[src/rtl/sub_serial_if.sv]
// Operand/result bundle shared by the bit-serial arithmetic units.
// The controller side drives en/a/b; the arithmetic unit drives the result
// and status flags back.
interface sub_serial_if #(
  parameter int WIDTH = 8
);
  logic             en;
  logic [WIDTH-1:0] a;
  logic [WIDTH-1:0] b;
  logic [WIDTH-1:0] out;
  logic             borrow_out;
  logic             ovf;
  logic             busy;
  logic             done;

  modport master (
    output en, a, b,
    input  out, borrow_out, ovf, busy, done
  );

  modport slave (
    input  en, a, b,
    output out, borrow_out, ovf, busy, done
  );
endinterface

[src/rtl/sub_serial.sv]
// Bit-serial two's-complement subtractor: computes a - b one bit per clock,
// LSB first, through a single full-subtractor cell and a borrow flop.
// Reports the final borrow (unsigned a < b) and signed overflow.
// busy/done are registered from the state, so each lags the state by one
// cycle: busy covers the WIDTH bit cycles and done pulses once, one cycle
// after the MSB has been processed.
module sub_serial #(
  parameter int WIDTH = 8
) (
  input  logic       clk,
  input  logic       rst,
  sub_serial_if.slave bus
);
  localparam int CNT_W = (WIDTH > 1) ? $clog2(WIDTH) : 1;
  localparam logic [CNT_W-1:0] LAST = CNT_W'(WIDTH - 1);

  typedef enum logic [1:0] {
    IDLE = 2'd0,
    SUB  = 2'd1,
    DONE = 2'd2
  } state_t;

  state_t           state;
  logic [WIDTH-1:0] a_reg;
  logic [WIDTH-1:0] b_reg;
  logic             borrow;
  logic [CNT_W-1:0] count;
  logic             sign_a;
  logic             sign_b;
  logic             diff;
  logic             borrow_next;

  // Full-subtractor cell on the current LSBs and the carried borrow.
  always_comb begin
    diff        = a_reg[0] ^ b_reg[0] ^ borrow;
    borrow_next = (~a_reg[0] & b_reg[0]) | (~a_reg[0] & borrow) | (b_reg[0] & borrow);
  end

  // Control FSM and serial datapath; results hold in IDLE until the next load.
  always_ff @(posedge clk or negedge rst) begin
    if (!rst) begin
      state          <= IDLE;
      a_reg          <= '0;
      b_reg          <= '0;
      borrow         <= 1'b0;
      count          <= '0;
      sign_a         <= 1'b0;
      sign_b         <= 1'b0;
      bus.out        <= '0;
      bus.borrow_out <= 1'b0;
      bus.ovf        <= 1'b0;
      bus.busy       <= 1'b0;
      bus.done       <= 1'b0;
    end else begin
      bus.busy <= (state == SUB);
      bus.done <= (state == DONE);
      case (state)
        IDLE: begin
          if (bus.en) begin
            a_reg          <= bus.a;
            b_reg          <= bus.b;
            borrow         <= 1'b0;
            count          <= '0;
            bus.out        <= '0;
            bus.borrow_out <= 1'b0;
            bus.ovf        <= 1'b0;
            sign_a         <= bus.a[WIDTH-1];
            sign_b         <= bus.b[WIDTH-1];
            state          <= SUB;
          end
        end
        SUB: begin
          borrow  <= borrow_next;
          bus.out <= {diff, bus.out[WIDTH-1:1]};
          a_reg   <= a_reg >> 1;
          b_reg   <= b_reg >> 1;
          count   <= count + CNT_W'(1);
          if (count == LAST) begin
            bus.borrow_out <= borrow_next;
            bus.ovf        <= (sign_a != sign_b) & (diff != sign_a);
            state          <= DONE;
          end
        end
        DONE: begin
          state <= IDLE;
        end
        default: begin
          state <= IDLE;
        end
      endcase
    end
  end
endmodule
[src/flat_wrapper.sv]
// flat-port wrapper written by rule: the top's interface ports become plain ports
module sub_serial_flat 
#(
  parameter int WIDTH = 8
)
  (clk, rst, bus_en, bus_a, bus_b, bus_out, bus_borrow_out, bus_ovf, bus_busy, bus_done);
  sub_serial_if #(.WIDTH(WIDTH)) bus_i ();
  input  logic clk;
  input  logic rst;
  input wire logic [$bits(bus_i.en)-1:0] bus_en;
  input wire logic [$bits(bus_i.a)-1:0] bus_a;
  input wire logic [$bits(bus_i.b)-1:0] bus_b;
  output wire logic [$bits(bus_i.out)-1:0] bus_out;
  output wire logic [$bits(bus_i.borrow_out)-1:0] bus_borrow_out;
  output wire logic [$bits(bus_i.ovf)-1:0] bus_ovf;
  output wire logic [$bits(bus_i.busy)-1:0] bus_busy;
  output wire logic [$bits(bus_i.done)-1:0] bus_done;
  assign bus_i.en = bus_en;
  assign bus_i.a = bus_a;
  assign bus_i.b = bus_b;
  assign bus_out = bus_i.out;
  assign bus_borrow_out = bus_i.borrow_out;
  assign bus_ovf = bus_i.ovf;
  assign bus_busy = bus_i.busy;
  assign bus_done = bus_i.done;
  sub_serial #(.WIDTH(WIDTH)) u_core (.clk(clk), .rst(rst), .bus(bus_i));
endmodule
[config.mk]
export PLATFORM = sky130hd
export DESIGN_NAME = sub_serial_flat
export DESIGN_NICKNAME = d
export VERILOG_FILES = /design/src/rtl/sub_serial_if.sv /design/src/rtl/sub_serial.sv /design/src/flat_wrapper.sv
export SDC_FILE = /design/constraint.sdc
export NUM_CORES = 1
export LEC_CHECK = 0
export ABC_AREA = 1
export CAP_MARGIN = 30
export CORE_MARGIN = 2
export CORE_UTILIZATION = 49
export DETAILED_ROUTE_END_ITERATION = 6
export PLACE_DENSITY = 0.75
export SYNTH_ARGS = -nofsm -noshare
export SYNTH_HDL_FRONTEND = slang
export SYNTH_SLANG_ARGS = --single-unit
[constraint.sdc]
create_clock -name clk -period 2.76 [get_ports clk]
set_clock_uncertainty 0.2 [all_clocks]
set_input_delay 0.552 -clock clk [delete_from_list [all_inputs] [get_ports clk]]
set_output_delay 0.552 -clock clk [all_outputs]
set_load 0.005 [all_outputs]
==> metrics.md, run 1 <==
| Metric | Value |
|---|---|
| Switching share of total power | 39.73% |
| Status | finished, final reports clean |
| # hold bufs at CTS | 0 |
| CP Class | flip-flop to output port |
| Clock Power Share | 13.8% |
| Mapped Cells | 201 |
| Post-Layout Inst Area | 2057 um^2 |
| CTS buffer count | 5 |
| DR iter-0 viols | 58 |
| Setup TNS | 0 ps |
| Slew margin rel. | 70.04% |
| Post-synth EDFFs | 0 |
| Row count | 21 |
| TritonRoute pass-1 iters | 4 |
| Slew Limit Fails | 0 |
| Layout cells sized above 1 | 6.522% |
| Top cells by instance count after synthesis | 85 x nand2_1, 45 x nand3_1, 36 x dfrtp_1 |
| FF/Latch Area | 900.9 um^2 |
| Most common cell in the netlist | nand2_1 |
| Worst-Skew Late Latency | 340 ps |
| Reg clk slew, reported paths | 100 ps |
| Synthesis Warnings | 0 |
| IO Pins | 31 |
| Syn-to-layout area delta | 19.65% |
| Register share of total power | 42.6% |
| WP data required | 2010 ps |
| H-tree depth | 2 |
| Hpwl dp | 2.122 mm |
| Largest net degree at the start of global routing | 45 |
| Final nets | 251 |
| Final Worst Setup Slack | 771.3 ps |
| Mean Syn Cell Area | 8.553 um^2 |
| CP Capture Type | output port |
| Synth top area share | 52.40% |
| VDD IR max | 0.6155 mV |
| First-pass GRT wire length | 5.913 mm |
| Vias/cell | 5.025 |
| Largest stage delay, worst path | 510 ps |
| Area taken by multi-input logic gates | 691.9 um^2 |
| WP data arrival | 1240 ps |
| Initial antenna violation count | 0 |
| Root Buffer | clkbuf_4 |
| Psw | 0.0008372 W |
| Top post-synthesis cells by area | dfrtp_1 52%, nand2_1 19%, nand3_1 13% |
| Starting Density | 51.12% |
| Die extent in y | 63.23 um |
| Cts repair resizes | 0 |
| Logic pwr share | 43.7% |
| DRC violations left | 0 |
| CP max FO | 3 |
| Max frequency | 502.8 MHz |
| Final hold vios | 0 |
| CP delay by family, top | buffers and inverters |
| Mapped Area | 1719 um^2 |
| Diode count | 0 |
| Power per Cell Area | 1024 nW/um^2 |
| TritonCTS clock tree | done |
| Final setup vio count | 0 |
| Wire per inst | 12.10 um |
| Sequential area share after synthesis | 52.40% |
| Max Root-Sink Buffers | 2 |
| Clock sinks | 36 |
| Synthesized flop and latch total | 36 |
| Postcts setup bufs | 0 |
| Cell Chain, Critical Path | clkdlybuf4s50_1 |
| Synth Flop Type | dfrtp_1 |
| Final period utilization | 72.05% |
| WP buf/inv | 1 |
| Slowest-stage cell, CP | clkdlybuf4s50_1 |
| Pre-CTS WS | 790.3 ps |
| Vias | 1387 |
| Worst Tran Pin Value | 449.4 ps |
| Number of global-route vias before repair | 1312 |
| Synth cell types | 17 |
| Cell taking the most area after synthesis | dfrtp_1 |
| Routability Congestion | 0.7332 |
| FFs w/ async S/R, synth | 100.0% |
| Max Cap Viol | 0 |
| Total GRT Usage | 18.70% |
| HP Class | flip-flop to flip-flop |
| Port Buffer Count | 30 |
| Die area | 3998 um^2 |
| RSZ-0062 raised after global routing | no |
| Gr ovfl total | 0 |
| Fin crit period | 1989 ps |
| Critical path launch point type | flip-flop |
| WL final | 3.340 mm |
| Syn_nets | 223 |
| Core area | 3363 um^2 |
| DP Area | 1998 um^2 |
| Int Power | 0.001270 W |
| # fillers | 311 |
| Die W | 63.23 um |
| Post-route ant nets | 0 |
| Pleak | 1.072 nW |
==> power by group through the flow <==
stage | clock network [W] | registers, W | logic [W]
5_1_grt | 0.000319 | 0.000923 | 0.00107
4_1_cts | 0.000299 | 0.000896 | 0.000930
3_5_place_dp | 0 | 0.000904 | 0.000925
3_3_place_gp | 0 | 0.000897 | 0.000906
2_1_floorplan | 0 | 0.000872 | 0.000708
6_report | 0.000291 | 0.000897 | 0.000920
==> layer usage <==
layer	up-vias	global-route usage (%)	share of wire, %
met5	-	0	0
met4	0	8.152	1.3
met1	647	25.06	48
met2	36	29.92	46
met3	5	3.393	5.0
li1	699	-	-
==> placed cells by master, fill, tap and decap left out <==
cell | synthesis | routed
o21ai_0 | 3 | 3
nand2_8 | 2 | 2
clkbuf_4 | 0 | 5
buf_4 | 8 | 2
dfrtp_1 | 36 | 36
o21ai_1 | 2 | 2
nand2_4 | 1 | 1
inv_1 | 6 | 6
a21oi_2 | 1 | 1
inv_4 | 1 | 1
nor2_1 | 3 | 3
clkbuf_1 | 0 | 2
clkbuf_8 | 0 | 1
inv_2 | 1 | 1
nor2_2 | 1 | 1
nand3_1 | 45 | 45
nand2_1 | 85 | 85
fa_1 | 1 | 1
ha_1 | 2 | 2
clkdlybuf4s50_1 | 0 | 30
==> logic make-up after synthesis <==
family / after synthesis / share of synthesized area (%)
adder cells (fa/ha/maj): 3 / 2.620
AND/OR/NAND/NOR: 137 / 35.66
AO/OA/AOI/OAI: 6 / 1.965
flip-flops: 36 / 52.40
buffers and inverters: 19 / 7.351
==> final timing paths <==
kind                                    from               to  slack [ps]  cells after the start
setup / recovery           u_core.bus.out[5]       bus_out[5]         770                      1
max in group asynchronous                rst  u_core.b_reg[3]        1620                      2
hold reg to reg              u_core.count[0]  u_core.count[0]         300                      1
hold / removal               u_core.count[0]  u_core.count[0]         300                      1
setup reg to reg               u_core.borrow   u_core.bus.ovf        1150                      6
min in group asynchronous                rst  u_core.bus.done         420                      2
==> worst register-to-register path, stage by stage (launching register included) <==
cell     delay [ps]
dfrtp_1         430
fa_1            580
inv_1            60
nand3_1          80
nand2_1          60
nand2_1          50
nand2_1          40
==> area by class of cell <==
class | count | share of cell area (%)
sequential | 36 | 43.80
multi-input combinational | 146 | 33.64
timing repair buffer | 32 | 15.33
clock buffer | 8 | 2.859
tap | 46 | 2.798
inverter | 8 | 1.582
==> metrics by stage <==
| step | hold slack [ps] | total power, W | instances | util [%] |
|---|---|---|---|---|
| 2_1_floorplan | 56.41 | 0.001580 | 201 | - |
| 3_3_place_gp | 282.8 | 0.001803 | 268 | 59.41 |
| 3_5_place_dp | 295.0 | 0.001828 | 268 | 59.41 |
| 4_1_cts | 308.5 | 0.002125 | 276 | 61.16 |
| 5_1_grt | 320.6 | 0.002312 | 276 | 61.16 |
| 6_report | 302.2 | 0.002107 | 276 | 61.16 |
Note: power is estimated with default switching activity, not from simulation.
==> run 2: changes to the inputs <==
==> constraint.sdc (replaced) <==
create_clock -name clk -period 2 [get_ports clk]
set_clock_uncertainty 0.2 [all_clocks]
set_input_delay 0.4 -clock clk [delete_from_list [all_inputs] [get_ports clk]]
set_output_delay 0.4 -clock clk [all_outputs]
set_load 0.005 [all_outputs]
==> run 2 against run 1 <==
Net effect: design area is 0.12% higher; worst hold slack worse by 32 ps; count of clock-buffer cells in the layout is 2 lower; global-route usage is 0.39 points lower; clock power is 39% higher; non-clock buffer count stayed put; die area stayed put; via count is 0.94% lower; register-to-register slack worse by 740 ps; sequential share of layout area is 0.053 points lower; critical endpoint unchanged; largest power group unchanged; highest routed layer unchanged.
==> metrics.md, run 2 (synthesis gave the netlist of run 1 again) <==
| Metric | Value |
|---|---|
| Largest net degree at the start of global routing | 45 (unchanged) |
| Vias | 1374 (was 1387) |
| Slew margin rel. | 70.32% (was 70.04%) |
| Starting Density | 51.12% (unchanged) |
| Syn-to-layout area delta | 19.80% (was 19.65%) |
| Largest stage delay, worst path | 510 ps (about the same) |
| Die area | 3998 um^2 (unchanged) |
| Final period utilization | 92.15% |
| VDD IR max | 0.7849 mV (was 0.6155 mV) |
| Critical path launch point type | flip-flop (unchanged) |
| Slowest-stage cell, CP | clkdlybuf4s50_1 (unchanged) |
| Final setup vio count | 0 (unchanged) |
| CP Capture Type | output port (unchanged) |
| Final Worst Setup Slack | 157.1 ps (was 771.3 ps) |
| Port Buffer Count | 30 (unchanged) |
| CP Class | flip-flop to output port (unchanged) |
| WP data arrival | 1240 ps (about the same) |
| R2R Setup Slk | 410 ps (was 1150 ps) |
| WP data required | 1400 ps (was 2010 ps) |
| IO Pins | 31 (unchanged) |
| Root Buffer | clkbuf_4 (unchanged) |
| Leading cell types in the layout, fill and taps excluded | 85 x nand2_1, 45 x nand3_1, 36 x dfrtp_1 (unchanged) |
| Pre-CTS WS | 181.2 ps (was 790.3 ps) |
| Layout cells sized above 1 | 7.391% (was 6.522%) |
| TritonRoute pass-1 iters | 4 (unchanged) |
| Status | finished, final reports clean (unchanged) |
| FF/Latch Area | 900.9 um^2 (unchanged) |
| WP buf/inv | 1 (unchanged) |
| Postcts setup bufs | 0 (unchanged) |
| Setup TNS | 0 ps (unchanged) |
| Post-route ant nets | 0 (unchanged) |
| WL final | 3.267 mm (was 3.340 mm) |
| Hpwl dp | 2.091 mm (was 2.122 mm) |
| H-tree depth | 2 (unchanged) |
| Final hold vios | 0 (unchanged) |
| Worst reg2reg path endpoint | u_core.bus.ovf (unchanged) |
| Max Root-Sink Buffers | 2 (unchanged) |
| Die extent in y | 63.23 um (unchanged) |
| RSZ-0062 raised after global routing | no (unchanged) |
| Clock sinks | 36 (unchanged) |
| Cts repair resizes | 0 (unchanged) |
| TritonCTS clock tree | done (unchanged) |
| Power per Cell Area | 1407 nW/um^2 (was 1024 nW/um^2) |
| Slew Limit Fails | 0 (unchanged) |
| Fin crit period | 1843 ps |
| Diode count | 0 (unchanged) |
| Cells after DPL | 268 (unchanged) |
| Pleak | 1.078 nW (was 1.072 nW) |
| Finished Core Util | 61.24% (was 61.16%) |
| Worst R2R Start | u_core.borrow (unchanged) |
| Die W | 63.23 um (unchanged) |
| Number of global-route vias before repair | 1303 (was 1312) |
| HP Class | input pin to async pin (was flip-flop to flip-flop) |
| Gr ovfl total | 0 (unchanged) |
| Row count | 21 (unchanged) |
| Final nets | 251 (unchanged) |
| Cell Chain, Critical Path | clkdlybuf4s50_1 (unchanged) |
| Worst Reg-to-Reg Cells | 6 (unchanged) |
| Area taken by multi-input logic gates | 691.9 um^2 (unchanged) |
| DRC violations left | 0 (unchanged) |
| CP delay by family, top | buffers and inverters (unchanged) |
| Worst Tran Pin Value | 445.1 ps (was 449.4 ps) |
| First-pass GRT wire length | 5.727 mm (was 5.913 mm) |
| Max Cap Viol | 0 (unchanged) |
| Vias/cell | 4.978 (was 5.025) |
| Core area | 3363 um^2 (unchanged) |
| # hold bufs at CTS | 0 (unchanged) |
| Total GRT Usage | 18.31% (was 18.70%) |
| CP max FO | 3 (unchanged) |
| DR iter-0 viols | 77 (was 58) |
| Initial antenna violation count | 0 (unchanged) |
| Most common cell after layout, fill and taps aside | nand2_1 (unchanged) |
| Worst-Skew Late Latency | 340 ps (about the same) |
| CTS buffer count | 5 (unchanged) |
| Finished Layout Cells | 276 (unchanged) |
| Max frequency | 542.6 MHz |
| # fillers | 326 (was 311) |
| Reg clk slew, reported paths | 110 ps (was 100 ps) |
| Wire per inst | 11.84 um (was 12.10 um) |
| Routability Congestion | 0.7352 (was 0.7332) |
run 2: changes by cell type in the layout (fill, tap and decap cells not counted), sizes merged:
cell / previous run / this run
clkbuf: 8 / 6
clkinv: 0 / 2
run 2: per-layer routing:
metal	share of wire (%)	track usage, %	vias to the layer above	wire (um)
met5	0	0	-	0
met4	1.6	6.522	0	51
met3	5.7	4.821	6	185
met2	46	29.26	40	1507
met1	47	24.23	632	1523
li1	-	-	696	-
run 2: worst max-delay path by stage:
stage	from	end	depth (start not counted)	slack (ps)
floorplan	u_core.borrow	u_core.bus.ovf	6	520
global placement	bus_en	u_core.bus.out[7]	4	190
detailed placement	bus_en	u_core.sign_a	5	180
CTS	u_core.bus.out[5]	bus_out[5]	1	150
global route	u_core.bus.out[1]	bus_out[1]	1	100
finish	u_core.bus.out[5]	bus_out[5]	1	160
run 2: stage by stage:
step / hold WS (ps) / power [W] / cell area, um^2
detailed placement: 288.0 / 0.002525 / 1998
floorplan: -95.59 / 0.002181 / 1719
global placement: 282.8 / 0.002492 / 1998
CTS: 276.2 / 0.002934 / 2059
global route: 289.6 / 0.003184 / 2059
finish: 269.8 / 0.002897 / 2059
run 2: cell type report:
cell class | instances | area share (%)
multi-input cells | 146 | 33.60
well taps | 46 | 2.795
inverters | 8 | 1.580
clock buffers | 6 | 2.491
clock inverters | 2 | 0.4860
flip-flops and latches | 36 | 43.74
repair buffers | 32 | 15.31
run 2: power breakdown:
part / internal, W / switching (W) / total (W)
sequential: 0.00103 / 0.000196 / 0.00123
clock: 0.000167 / 0.000237 / 0.000404
combinational: 0.000544 / 0.000720 / 0.00126
==> run 3: changes to the inputs <==
--- a/config.mk
+++ b/config.mk
@@ -11,6 +11,7 @@
 export CORE_UTILIZATION = 49
 export DETAILED_ROUTE_END_ITERATION = 6
 export PLACE_DENSITY = 0.75
+export SLEW_MARGIN = 40
 export SYNTH_ARGS = -nofsm -noshare
 export SYNTH_HDL_FRONTEND = slang
 export SYNTH_SLANG_ARGS = --single-unit
==> results of run 3 <==
Same layout as run 2: the final DEF is identical, and so are final timing and power.
